## config.mk

```make
export PLATFORM = sky130hd
export DESIGN_NAME = pll_reset_sequencer
export DESIGN_NICKNAME = d
export VERILOG_FILES = /design/src/rtl/pll_reset_sequencer.sv
export SDC_FILE = /design/constraint.sdc
export NUM_CORES = 1
export LEC_CHECK = 0
export BUFFER_PORTS_ARGS = -buffer_cell sky130_fd_sc_hd__buf_4
export CORE_MARGIN = 5
export CORE_UTILIZATION = 29
export CTS_CLUSTER_DIAMETER = 40
export CTS_CLUSTER_SIZE = 20
export DETAILED_ROUTE_END_ITERATION = 16
export PLACE_DENSITY_LB_ADDON = 0.15
export SYNTH_ARGS = -nofsm -noshare
export SYNTH_HDL_FRONTEND = slang
export SYNTH_SLANG_ARGS = --single-unit
```

## constraint.sdc

```tcl
create_clock -name clk -period 4.9 [get_ports clk]
set_input_delay 0.245 -clock clk [delete_from_list [all_inputs] [get_ports clk]]
set_output_delay 0.245 -clock clk [all_outputs]
set_load 0.01 [all_outputs]
```

## src/rtl/pll_reset_sequencer.sv

```systemverilog
// pll_reset_sequencer
//   Releases NUM_DOMAINS active-low resets one at a time, STAGGER cycles apart,
//   once the PLL lock has been synchronised and held high for LOCK_STABLE
//   cycles. Lock loss or a soft reset request reasserts every reset at once;
//   lock loss also bumps a saturating event counter.
//
//   Optional feature macro: PLL_RESTART_EN
//     When defined, a lock timeout counter runs in WAIT_LOCK/STABLE and, on
//     expiry, pulses pll_rst_o for PLL_RST_CYCLES cycles before waiting again.
//     When undefined, pll_rst_o is tied low and WAIT_LOCK waits indefinitely.
//
// Ports
//   clk              single clock (PLL reference clock)
//   resetn           async active-low reset
//   pll_locked_i     PLL lock, asynchronous to clk
//   soft_rst_i       synchronous request to re-run the sequence
//   rst_n_o          per-domain reset, active low, bit 0 released first
//   all_ready_o      high while every domain is released (RUN)
//   lock_loss_cnt_o  saturating count of lock-loss events
//   state_o          0 WAIT_LOCK, 1 STABLE, 2 RELEASE, 3 RUN, 4 PLL_RST
//   pll_rst_o        PLL reset request
module pll_reset_sequencer #(
  parameter int unsigned NUM_DOMAINS    = 3,
  parameter int unsigned LOCK_STABLE    = 1024,
  parameter int unsigned STAGGER        = 16,
  parameter int unsigned CNT_W          = 8
`ifdef PLL_RESTART_EN
  ,
  parameter int unsigned LOCK_TIMEOUT   = 1000000,
  parameter int unsigned PLL_RST_CYCLES = 16
`endif
) (
  input  logic                   clk,
  input  logic                   resetn,
  input  logic                   pll_locked_i,
  input  logic                   soft_rst_i,
  output logic [NUM_DOMAINS-1:0] rst_n_o,
  output logic                   all_ready_o,
  output logic [CNT_W-1:0]       lock_loss_cnt_o,
  output logic [2:0]             state_o,
  output logic                   pll_rst_o
);

  localparam int unsigned SW = $clog2(LOCK_STABLE + 1);
  localparam int unsigned GW = $clog2(STAGGER + 1);
  localparam int unsigned IW = $clog2(NUM_DOMAINS + 1);

  localparam logic [SW-1:0]    STAB_LAST = SW'(LOCK_STABLE - 1);
  localparam logic [GW-1:0]    STAG_LAST = GW'(STAGGER - 1);
  localparam logic [IW-1:0]    IDX_LAST  = IW'(NUM_DOMAINS - 1);
  localparam logic [CNT_W-1:0] CNT_MAX   = '1;

`ifdef PLL_RESTART_EN
  localparam int unsigned TW = $clog2(LOCK_TIMEOUT + 1);
  localparam int unsigned PW = $clog2(PLL_RST_CYCLES + 1);
  // to_cnt lags the elapsed edge count by one, so matching LOCK_TIMEOUT
  // enters PLL_RST on edge LOCK_TIMEOUT+1 after the count started.
  localparam logic [TW-1:0] TO_HIT   = TW'(LOCK_TIMEOUT);
  localparam logic [PW-1:0] PRC_LAST = PW'(PLL_RST_CYCLES - 1);
`endif

  typedef enum logic [2:0] {
    WAIT_LOCK = 3'd0,
    STABLE    = 3'd1,
    RELEASE   = 3'd2,
    RUN       = 3'd3,
    PLL_RST   = 3'd4
  } state_t;

  state_t        state;
  logic          sync1;
  logic          lock_s;
  logic [SW-1:0] stab_cnt;
  logic [GW-1:0] stag_cnt;
  logic [IW-1:0] idx;

`ifdef PLL_RESTART_EN
  logic [TW-1:0] to_cnt;
  logic [PW-1:0] prc_cnt;
  logic          timeout;
  assign timeout = (to_cnt == TO_HIT);
`else
  assign pll_rst_o = 1'b0;
`endif

  assign state_o = state;

  // Two-flop synchroniser for the asynchronous lock input.
  always_ff @(posedge clk or negedge resetn) begin
    if (!resetn) begin
      sync1  <= 1'b0;
      lock_s <= 1'b0;
    end else begin
      sync1  <= pll_locked_i;
      lock_s <= sync1;
    end
  end

  // Sequencer FSM with registered outputs.
  always_ff @(posedge clk or negedge resetn) begin
    if (!resetn) begin
      state           <= WAIT_LOCK;
      rst_n_o         <= '0;
      all_ready_o     <= 1'b0;
      lock_loss_cnt_o <= '0;
      stab_cnt        <= '0;
      stag_cnt        <= '0;
      idx             <= '0;
`ifdef PLL_RESTART_EN
      to_cnt          <= '0;
      prc_cnt         <= '0;
      pll_rst_o       <= 1'b0;
`endif
    end else begin
`ifdef PLL_RESTART_EN
      // Timeout accumulates while waiting for a usable lock.
      if (state == WAIT_LOCK || state == STABLE) begin
        to_cnt <= to_cnt + TW'(1);
      end
`endif
      case (state)
        WAIT_LOCK: begin
`ifdef PLL_RESTART_EN
          if (timeout) begin
            state     <= PLL_RST;
            pll_rst_o <= 1'b1;
            prc_cnt   <= '0;
            to_cnt    <= '0;
          end else
`endif
          if (lock_s) begin
            state    <= STABLE;
            stab_cnt <= '0;
          end
        end

        STABLE: begin
          if (!lock_s || soft_rst_i) begin
            state <= WAIT_LOCK;
`ifdef PLL_RESTART_EN
          end else if (timeout) begin
            state     <= PLL_RST;
            pll_rst_o <= 1'b1;
            prc_cnt   <= '0;
            to_cnt    <= '0;
`endif
          end else if (stab_cnt == STAB_LAST) begin
            // First domain goes out the edge after the lock has qualified.
            rst_n_o     <= NUM_DOMAINS'(1);
            idx         <= IW'(1);
            stag_cnt    <= '0;
            state       <= (NUM_DOMAINS > 1) ? RELEASE : RUN;
            all_ready_o <= (NUM_DOMAINS == 1);
`ifdef PLL_RESTART_EN
            to_cnt      <= '0;
`endif
          end else begin
            stab_cnt <= stab_cnt + SW'(1);
          end
        end

        RELEASE, RUN: begin
          if (!lock_s || soft_rst_i) begin
            // All domains drop together; only a real lock loss is counted.
            state       <= WAIT_LOCK;
            rst_n_o     <= '0;
            all_ready_o <= 1'b0;
            idx         <= '0;
            stag_cnt    <= '0;
            if (!lock_s && lock_loss_cnt_o != CNT_MAX) begin
              lock_loss_cnt_o <= lock_loss_cnt_o + CNT_W'(1);
            end
          end else if (state == RELEASE) begin
            if (stag_cnt == STAG_LAST) begin
              rst_n_o  <= rst_n_o | (NUM_DOMAINS'(1) << idx);
              stag_cnt <= '0;
              if (idx == IDX_LAST) begin
                state       <= RUN;
                all_ready_o <= 1'b1;
              end else begin
                idx <= idx + IW'(1);
              end
            end else begin
              stag_cnt <= stag_cnt + GW'(1);
            end
          end
        end

`ifdef PLL_RESTART_EN
        PLL_RST: begin
          if (prc_cnt == PRC_LAST) begin
            state     <= WAIT_LOCK;
            pll_rst_o <= 1'b0;
          end else begin
            prc_cnt <= prc_cnt + PW'(1);
          end
        end
`endif

        default: begin
          state <= WAIT_LOCK;
        end
      endcase
    end
  end

endmodule
```

==> results.sh, run 1 <==
export IMPL_ys_seq_area_share_pct=45.3
export IMPL_largest_incremental_delay_on_the_critical_path_ns=0.67
export IMPL_max_slew_worst_pin_slew_ns=0.765
export IMPL_power_density_of_the_placed_cells_nw_per_um2=271
export IMPL_power_internal_uw=451
export IMPL_post_synth_top_count_cell="dfrtp_1"
export IMPL_final_setup_viol_count=0
export IMPL_floorplan_io_pins=20
export IMPL_port_buffer_count=17
export IMPL_cts_num_sinks=34
export IMPL_syn2layout_area_growth_pct=16.2
export IMPL_fillCellCount=680
export IMPL_synth_async_sr_flop_share_pct=100
export IMPL_drtPass1Iterations=4
export IMPL_netlist_instances=186
export IMPL_path_max_fanout=12
export IMPL_headroom_to_the_max_slew_limit_pct=48.7
export IMPL_regToRegEndpoint="idx[0]"
export IMPL_finalClockSkew_ns=0.0109
export IMPL_clock_tree_from_tritoncts="done"
export IMPL_grt_antenna_before_repair=0
export IMPL_p_leak_nw=0.965
export IMPL_die_height_um=90.5
export IMPL_worst_r2r_startpoint="stab_cnt[1]"
export IMPL_hold_viol=0
export IMPL_maxClockFrequency_mhz=493
export IMPL_power_total_uw=591
export IMPL_min_path_type="input port to flip-flop"
export IMPL_netSwitchingFraction_pct=23.6
export IMPL_multiInputGateArea_um2=967
export IMPL_ff2ff_path_depth=5
export IMPL_timing_reg2reg_setup_slack_ns=2.87
export IMPL_dr_vias=1456
export IMPL_ir_drop_mv=0.145
export IMPL_ff_latch_area_um2=851
export IMPL_switching_power_uw=140
export IMPL_critical_path_endpoint="idx[0]"
export IMPL_post_route_drc_count=0
export IMPL_arr_time_crit_path_ns=2.20
export IMPL_synth_top_area_cell="dfrtp_1"
export IMPL_finalWeightedCongestion=0.745
export IMPL_critPathTopFamily="simple AND/OR/NAND/NOR gates"
export IMPL_drt_wl_total_um=4000
export IMPL_power_combinational_fraction_pct=5.7
export IMPL_cp_startpoint="stab_cnt[1]"
export IMPL_grt_setup_unrepaired="false"
export IMPL_fp_dieW_um=90.5
export IMPL_outcome="complete, no violations"
export IMPL_post_route_min_period_ns=2.03
export IMPL_antenna_left=0
export IMPL_root_buffer="clkbuf_8"
export IMPL_ys_seq_elements=34
export IMPL_setup_worst_path_end_class="flip-flop"
export IMPL_worst_setup_path_start_kind="flip-flop"
export IMPL_worst_setup_path_type="flip-flop to flip-flop"
export IMPL_post_cts_resized_instances=0
export IMPL_final_period_utilization_pct=41.4
export IMPL_ys_flop_type="dfrtp_1"
export IMPL_report_final_slew_viol_count=0
export IMPL_postSynthAreaPerCell_um2=10.1
export IMPL_timing_critical_path_required_ns=5.07
export IMPL_crit_buf_inv=0
export IMPL_crit_path_top_delay_cell="nor3_2"
export IMPL_core_area_um2=6310
export IMPL_drt_vias_per_instance=5.11
export IMPL_dieArea_um2=8190
export IMPL_latest_clock_arrival_within_the_worst_skew_pair_ns=0.29
export IMPL_synth_largest_type_area_fraction_pct=45.3
export IMPL_worst_hold_startpoint="pll_locked_i"
export IMPL_grt_pass1_wl_um=6820
export IMPL_routed_wire_length_per_instance_um=14.0
export IMPL_path_depth=5
export IMPL_tns_ns=0
export IMPL_row_count=29
export IMPL_initial_util_pct=29.8
export IMPL_design_final_nets=217
export IMPL_cp_cell_sequence="ha_1, nand4_2, nor3_2, nand3_4, a221o_1"
export IMPL_track_usage_pct=10.2
export IMPL_count_of_flip_flops_with_a_built_in_enable_after_synthesis=0
export IMPL_grt_overflow_total=0
export IMPL_mappedNetlistArea_um2=1880
export IMPL_tritoncts_num_buffers=5
export IMPL_yosys_warnings=0
export IMPL_synth_lib_cells_used_distinct=56
export IMPL_layout_drive_gt1_share_pct=19.7
export IMPL_seq_power_share_pct=50.9
export IMPL_num_antenna_cells=0
export IMPL_cts_buffer_depth=2
export IMPL_clkPwrFrac_pct=43.4
export IMPL_drt_iter0_drcs=85
export IMPL_yosys_top_cells_area="dfrtp_1 45%, ha_1 4.0%, nand3_1 3.2%, o21a_1 2.8%, a21oi_1 2.4%"
export IMPL_first_global_vias=1384
export IMPL_maximum_number_of_pins_on_one_net_before_global_route_repair=35
export IMPL_drv_cap=0
export IMPL_cts_htree_levels=2
export IMPL_dpl_hpwl_um=2870
export IMPL_clock_pin_slew_worst_setup_and_hold_paths_ns=0.08
export IMPL_ys_top_cells_by_count="34 x dfrtp_1, 12 x nand3_1, 11 x nand2_1"
-- cells in the final DEF, fill, tap and decap left out, types with 2 or more instances in the layout --
cell type,count
nor2_1,9
ha_1,6
or4_1,4
o21ai_0,9
clkbuf_8,5
nor3_1,3
and2_1,2
a31oi_1,7
nand4_1,5
mux2_2,2
conb_1,2
nand3_1,12
a21oi_1,9
buf_4,17
o21a_1,7
nand2_1,11
o31ai_1,4
nand2b_1,3
nor4_1,5
and3_1,5
clkinv_2,2
inv_1,6
xnor2_1,2
nand4_2,2
dfrtp_1,34
nand3b_1,2
a211o_1,2
-- worst min-delay path by stage --
stage,slack [ns],to,cells past startpoint
2_1_floorplan,-0.05,all_ready_o,0
3_3_place_gp,0.23,stab_cnt[8],1
3_5_place_dp,0.23,stab_cnt[8],1
4_1_cts,0.06,sync1,1
5_1_grt,0.06,sync1,1
6_report,0.07,sync1,1
-- sequential cells by signal, indices dropped and copies added, names as in the netlist --
signal	flops
lock_s	1
stag_cnt	5
rst_n_o	3
all_ready_o	1
stab_cnt	11
idx	2
state_o	2
lock_loss_cnt_o	8
sync1	1
-- cells by family (layout without fill, tap and decap cells) --
logic type	Yosys count	count (layout)	share of synthesized area, %
buffers and inverters	11	32	3.46
other	1	2	0.200
flip-flops	34	34	45.3
AO/OA/AOI/OAI	46	46	16.4
XOR/XNOR	3	3	1.40
AND/OR/NAND/NOR	81	81	26.9
adder cells (fa/ha/maj)	6	6	3.99
multiplexers	4	4	2.33
-- what timing repair did --
action,CTS,global route
setup endpoints to repair,0,0
setup buffers,0,0
hold buffers,1,0
hold endpoints to repair,34,0
-- cell type report --
type / count / share of cell area, %
tap: 77 / 4.41
multi-input combinational: 142 / 44.3
sequential: 34 / 39.0
inverter: 6 / 1.03
clock inverter: 3 / 1.83
clock buffer: 5 / 3.15
timing repair buffer: 18 / 6.30
-- power groups by stage --
| stage | registers, mW | clock network, mW | logic [mW] |
|---|---|---|---|
| global route | 0.303 | 0.280 | 0.0386 |
| CTS | 0.300 | 0.269 | 0.0344 |
| detailed placement | 0.306 | 0 | 0.0335 |
| global placement | 0.305 | 0 | 0.0338 |
| finish | 0.301 | 0.257 | 0.0336 |
| floorplan | 0.302 | 0 | 0.0234 |
-- metrics by stage --
stage / hold WS, ns / instances / setup WS [ns] / instance area (um2) / utilization (%)
floorplan: -0.0506 / 187 / 3.27 / 1880 / -
global placement: 0.232 / 276 / 2.91 / 2060 / 32.7
detailed placement: 0.228 / 276 / 2.87 / 2060 / 32.7
CTS: 0.0629 / 285 / 2.85 / 2180 / 34.6
global route: 0.0586 / 285 / 2.66 / 2180 / 34.6
finish: 0.0739 / 285 / 2.87 / 2180 / 34.6
-- per-layer routing --
metal	global-route usage (%)	routed length, um	vias to the layer above
met5	0	0	-
met2	16.6	1910	14
li1	-	-	743
met1	12.7	1940	693
met4	3.72	57	0
met3	2.83	95	6
-- worst register-to-register path, delay by kind of cell (launching register included) --
family          cells  cell delay, ns
fa+ha+maj           1            0.24
compound gates      1            0.33
flops               1            0.42
simple gates        3            0.91
Note: power is estimated with default switching activity, not from simulation.
==> inputs of run 2 (changes only) <==
- clock period: 4.9 -> 1.78 ns (I/O delays scaled with it)
==> run 2 against run 1 <==
  * Combinational power grew to 4.3 times the previous value
  * Clock power up 120%
  * Clock skew decreased by 0.0025 ns
  * Sequential power grew to 2.7 times the previous value
  * Non-clock buffer count is 12 higher
  * Die area unchanged
  * First-iteration DRC count shrank 34%
  * Clock-buffer cell count is 1 higher
  * Critical endpoint is now stab_cnt[3]
==> results.sh, run 2 (synthesis results as in run 1) <==
export IMPL_die_height_um=90.5
export IMPL_hold_viol=0
export IMPL_drt_wl_total_um=4080
export IMPL_min_path_type="input port to flip-flop"
export IMPL_first_global_vias=1494
export IMPL_reg_largest_list="stab_cnt: 11 flops, lock_loss_cnt_o: 8 flops, stag_cnt: 5 flops"
export IMPL_count_of_buffers_added_by_post_cts_timing_repair_for_setup=0
export IMPL_dpl_hpwl_um=3050
export IMPL_design_final_nets=229
export IMPL_syn2layout_area_growth_pct=20.3
export IMPL_post_route_drc_count=0
export IMPL_initial_util_pct=29.8
export IMPL_maxClockFrequency_mhz=605
export IMPL_drv_cap=0
export IMPL_antenna_left=0
export IMPL_final_hold_worst_slack_ns=0.115
export IMPL_worst_setup_path_start_kind="flip-flop"
export IMPL_largest_register_ffs=11
export IMPL_dieArea_um2=8190
export IMPL_report_final_slew_viol_count=0
export IMPL_routed_wire_length_per_instance_um=13.8
export IMPL_clock_tree_from_tritoncts="done"
export IMPL_tritoncts_num_buffers=5
export IMPL_track_usage_pct=10.5
export IMPL_row_count=29
export IMPL_root_buffer="clkbuf_8"
export IMPL_latest_clock_arrival_within_the_worst_skew_pair_ns=0.28
export IMPL_multiInputGateArea_um2=978
export IMPL_layout_drive_gt1_share_pct=23.4
export IMPL_floorplan_io_pins=20
export IMPL_drtPass1Iterations=4
export IMPL_finalWeightedCongestion=0.774
export IMPL_clock_pin_slew_worst_setup_and_hold_paths_ns=0.07
export IMPL_worst_setup_path_type="flip-flop to flip-flop"
export IMPL_dr_vias=1511
export IMPL_drt_vias_per_instance=5.12
export IMPL_maximum_number_of_pins_on_one_net_before_global_route_repair=35
export IMPL_max_slew_worst_pin_slew_ns=0.519
export IMPL_p_leak_nw=1.01
export IMPL_headroom_to_the_max_slew_limit_pct=65.1
export IMPL_ff_latch_area_um2=851
export IMPL_grt_pass1_wl_um=7200
export IMPL_drt_iter0_drcs=56
export IMPL_core_area_um2=6310
export IMPL_port_buffer_count=17
export IMPL_fp_dieW_um=90.5
export IMPL_post_route_min_period_ns=1.65
export IMPL_finalClockSkew_ns=0.00844
export IMPL_final_period_utilization_pct=92.8
export IMPL_arr_time_crit_path_ns=1.85
export IMPL_cts_num_sinks=34
export IMPL_grt_antenna_before_repair=0
export IMPL_mostFrequentLayoutCells="34 x dfrtp_1, 28 x buf_4, 12 x nand3_1"
export IMPL_path_max_fanout=10
export IMPL_crit_buf_inv=1
export IMPL_timing_critical_path_required_ns=1.97
export IMPL_cp_cell_sequence="ha_2, nand4_2, nor3_2, buf_4, or4_1, a21oi_1"
export IMPL_crit_path_top_delay_cell="or4_1"
export IMPL_largest_incremental_delay_on_the_critical_path_ns=0.50
export IMPL_cts_buffer_depth=2
export IMPL_final_setup_viol_count=0
export IMPL_grt_overflow_total=0
export IMPL_ir_drop_mv=0.366
export IMPL_cts_htree_levels=2
export IMPL_tns_ns=0
export IMPL_setup_worst_path_end_class="flip-flop"
export IMPL_fillCellCount=653
export IMPL_num_antenna_cells=0
export IMPL_grt_setup_unrepaired="false"
export IMPL_outcome="complete, no violations"
export IMPL_power_density_of_the_placed_cells_nw_per_um2=667
export IMPL_most_common_cell_after_layout_fill_and_taps_aside="dfrtp_1"
export IMPL_critPathTopFamily="simple AND/OR/NAND/NOR gates"
export IMPL_registers_top_by_ff_count="stab_cnt"
## run 2: cell types whose count changed in the layout (fill, tap and decap cells not counted), sizes merged
| cell | delta |
|---|---|
| clkbuf | +1 |
| buf | +11 |
| bufinv | -1 |
| clkinv | -2 |
| dlygate4sd3 | +1 |
## run 2: layout make-up
type	instances	share of cell area [%]
Multi-Input combinational cell	142	43.3
Sequential cell	34	37.6
Timing Repair Buffer	30	10.2
Tap cell	77	4.26
Clock buffer	6	3.65
Inverter	6	0.996
## run 2: per-stage QoR
stage	cell area [um2]	util, %	cells	power [mW]	setup slack [ns]
2_1_floorplan	1880	-	187	0.897	0.149
4_1_cts	2250	35.6	295	1.54	0.0720
6_report	2260	35.8	295	1.51	0.128
5_1_grt	2260	35.8	295	1.59	0.0237
3_5_place_dp	2150	34.0	287	0.966	0.0819
3_3_place_gp	2150	34.0	287	0.968	0.0973
## run 2: worst reg2reg max path, stage by stage (launching register included)
cell and delay (ns):
dfrtp_1 0.38, ha_2 0.21, nand4_2 0.10, nor3_2 0.06, buf_4 0.16, or4_1 0.51, a21oi_1 0.16
## run 2: final timing paths
path	end	from	slack [ns]	cells past startpoint
max	stab_cnt[3]	stab_cnt[0]	0.13	6
min	state_o[0]	soft_rst_i	0.11	3
max reg2reg	stab_cnt[3]	stab_cnt[0]	0.13	6
min reg2reg	lock_s	sync1	0.35	0
max in group asynchronous	stag_cnt[2]	resetn	1.15	2
min in group asynchronous	stab_cnt[8]	resetn	0.30	2
## run 2: where the power goes
part	switching (mW)	leakage [nW]	internal (mW)
clock network	0.256	0.0431	0.298
logic	0.0807	0.512	0.0628
registers	0.0173	0.456	0.793
## run 2: repair_timing
item	in CTS	in global routing
hold buffers	2	0
endpoints found under the hold margin	35	0
setup endpoints to repair	0	3
resized for setup	0	2
## run 2: layer usage
| metal | GRT usage (%) | wire length [um] | up-vias |
|---|---|---|---|
| li1 | - | - | 764 |
| met1 | 13.4 | 1960 | 724 |
| met2 | 17.3 | 1940 | 17 |
| met3 | 2.92 | 114 | 6 |
| met4 | 3.10 | 66 | 0 |
| met5 | 0 | 0 | - |
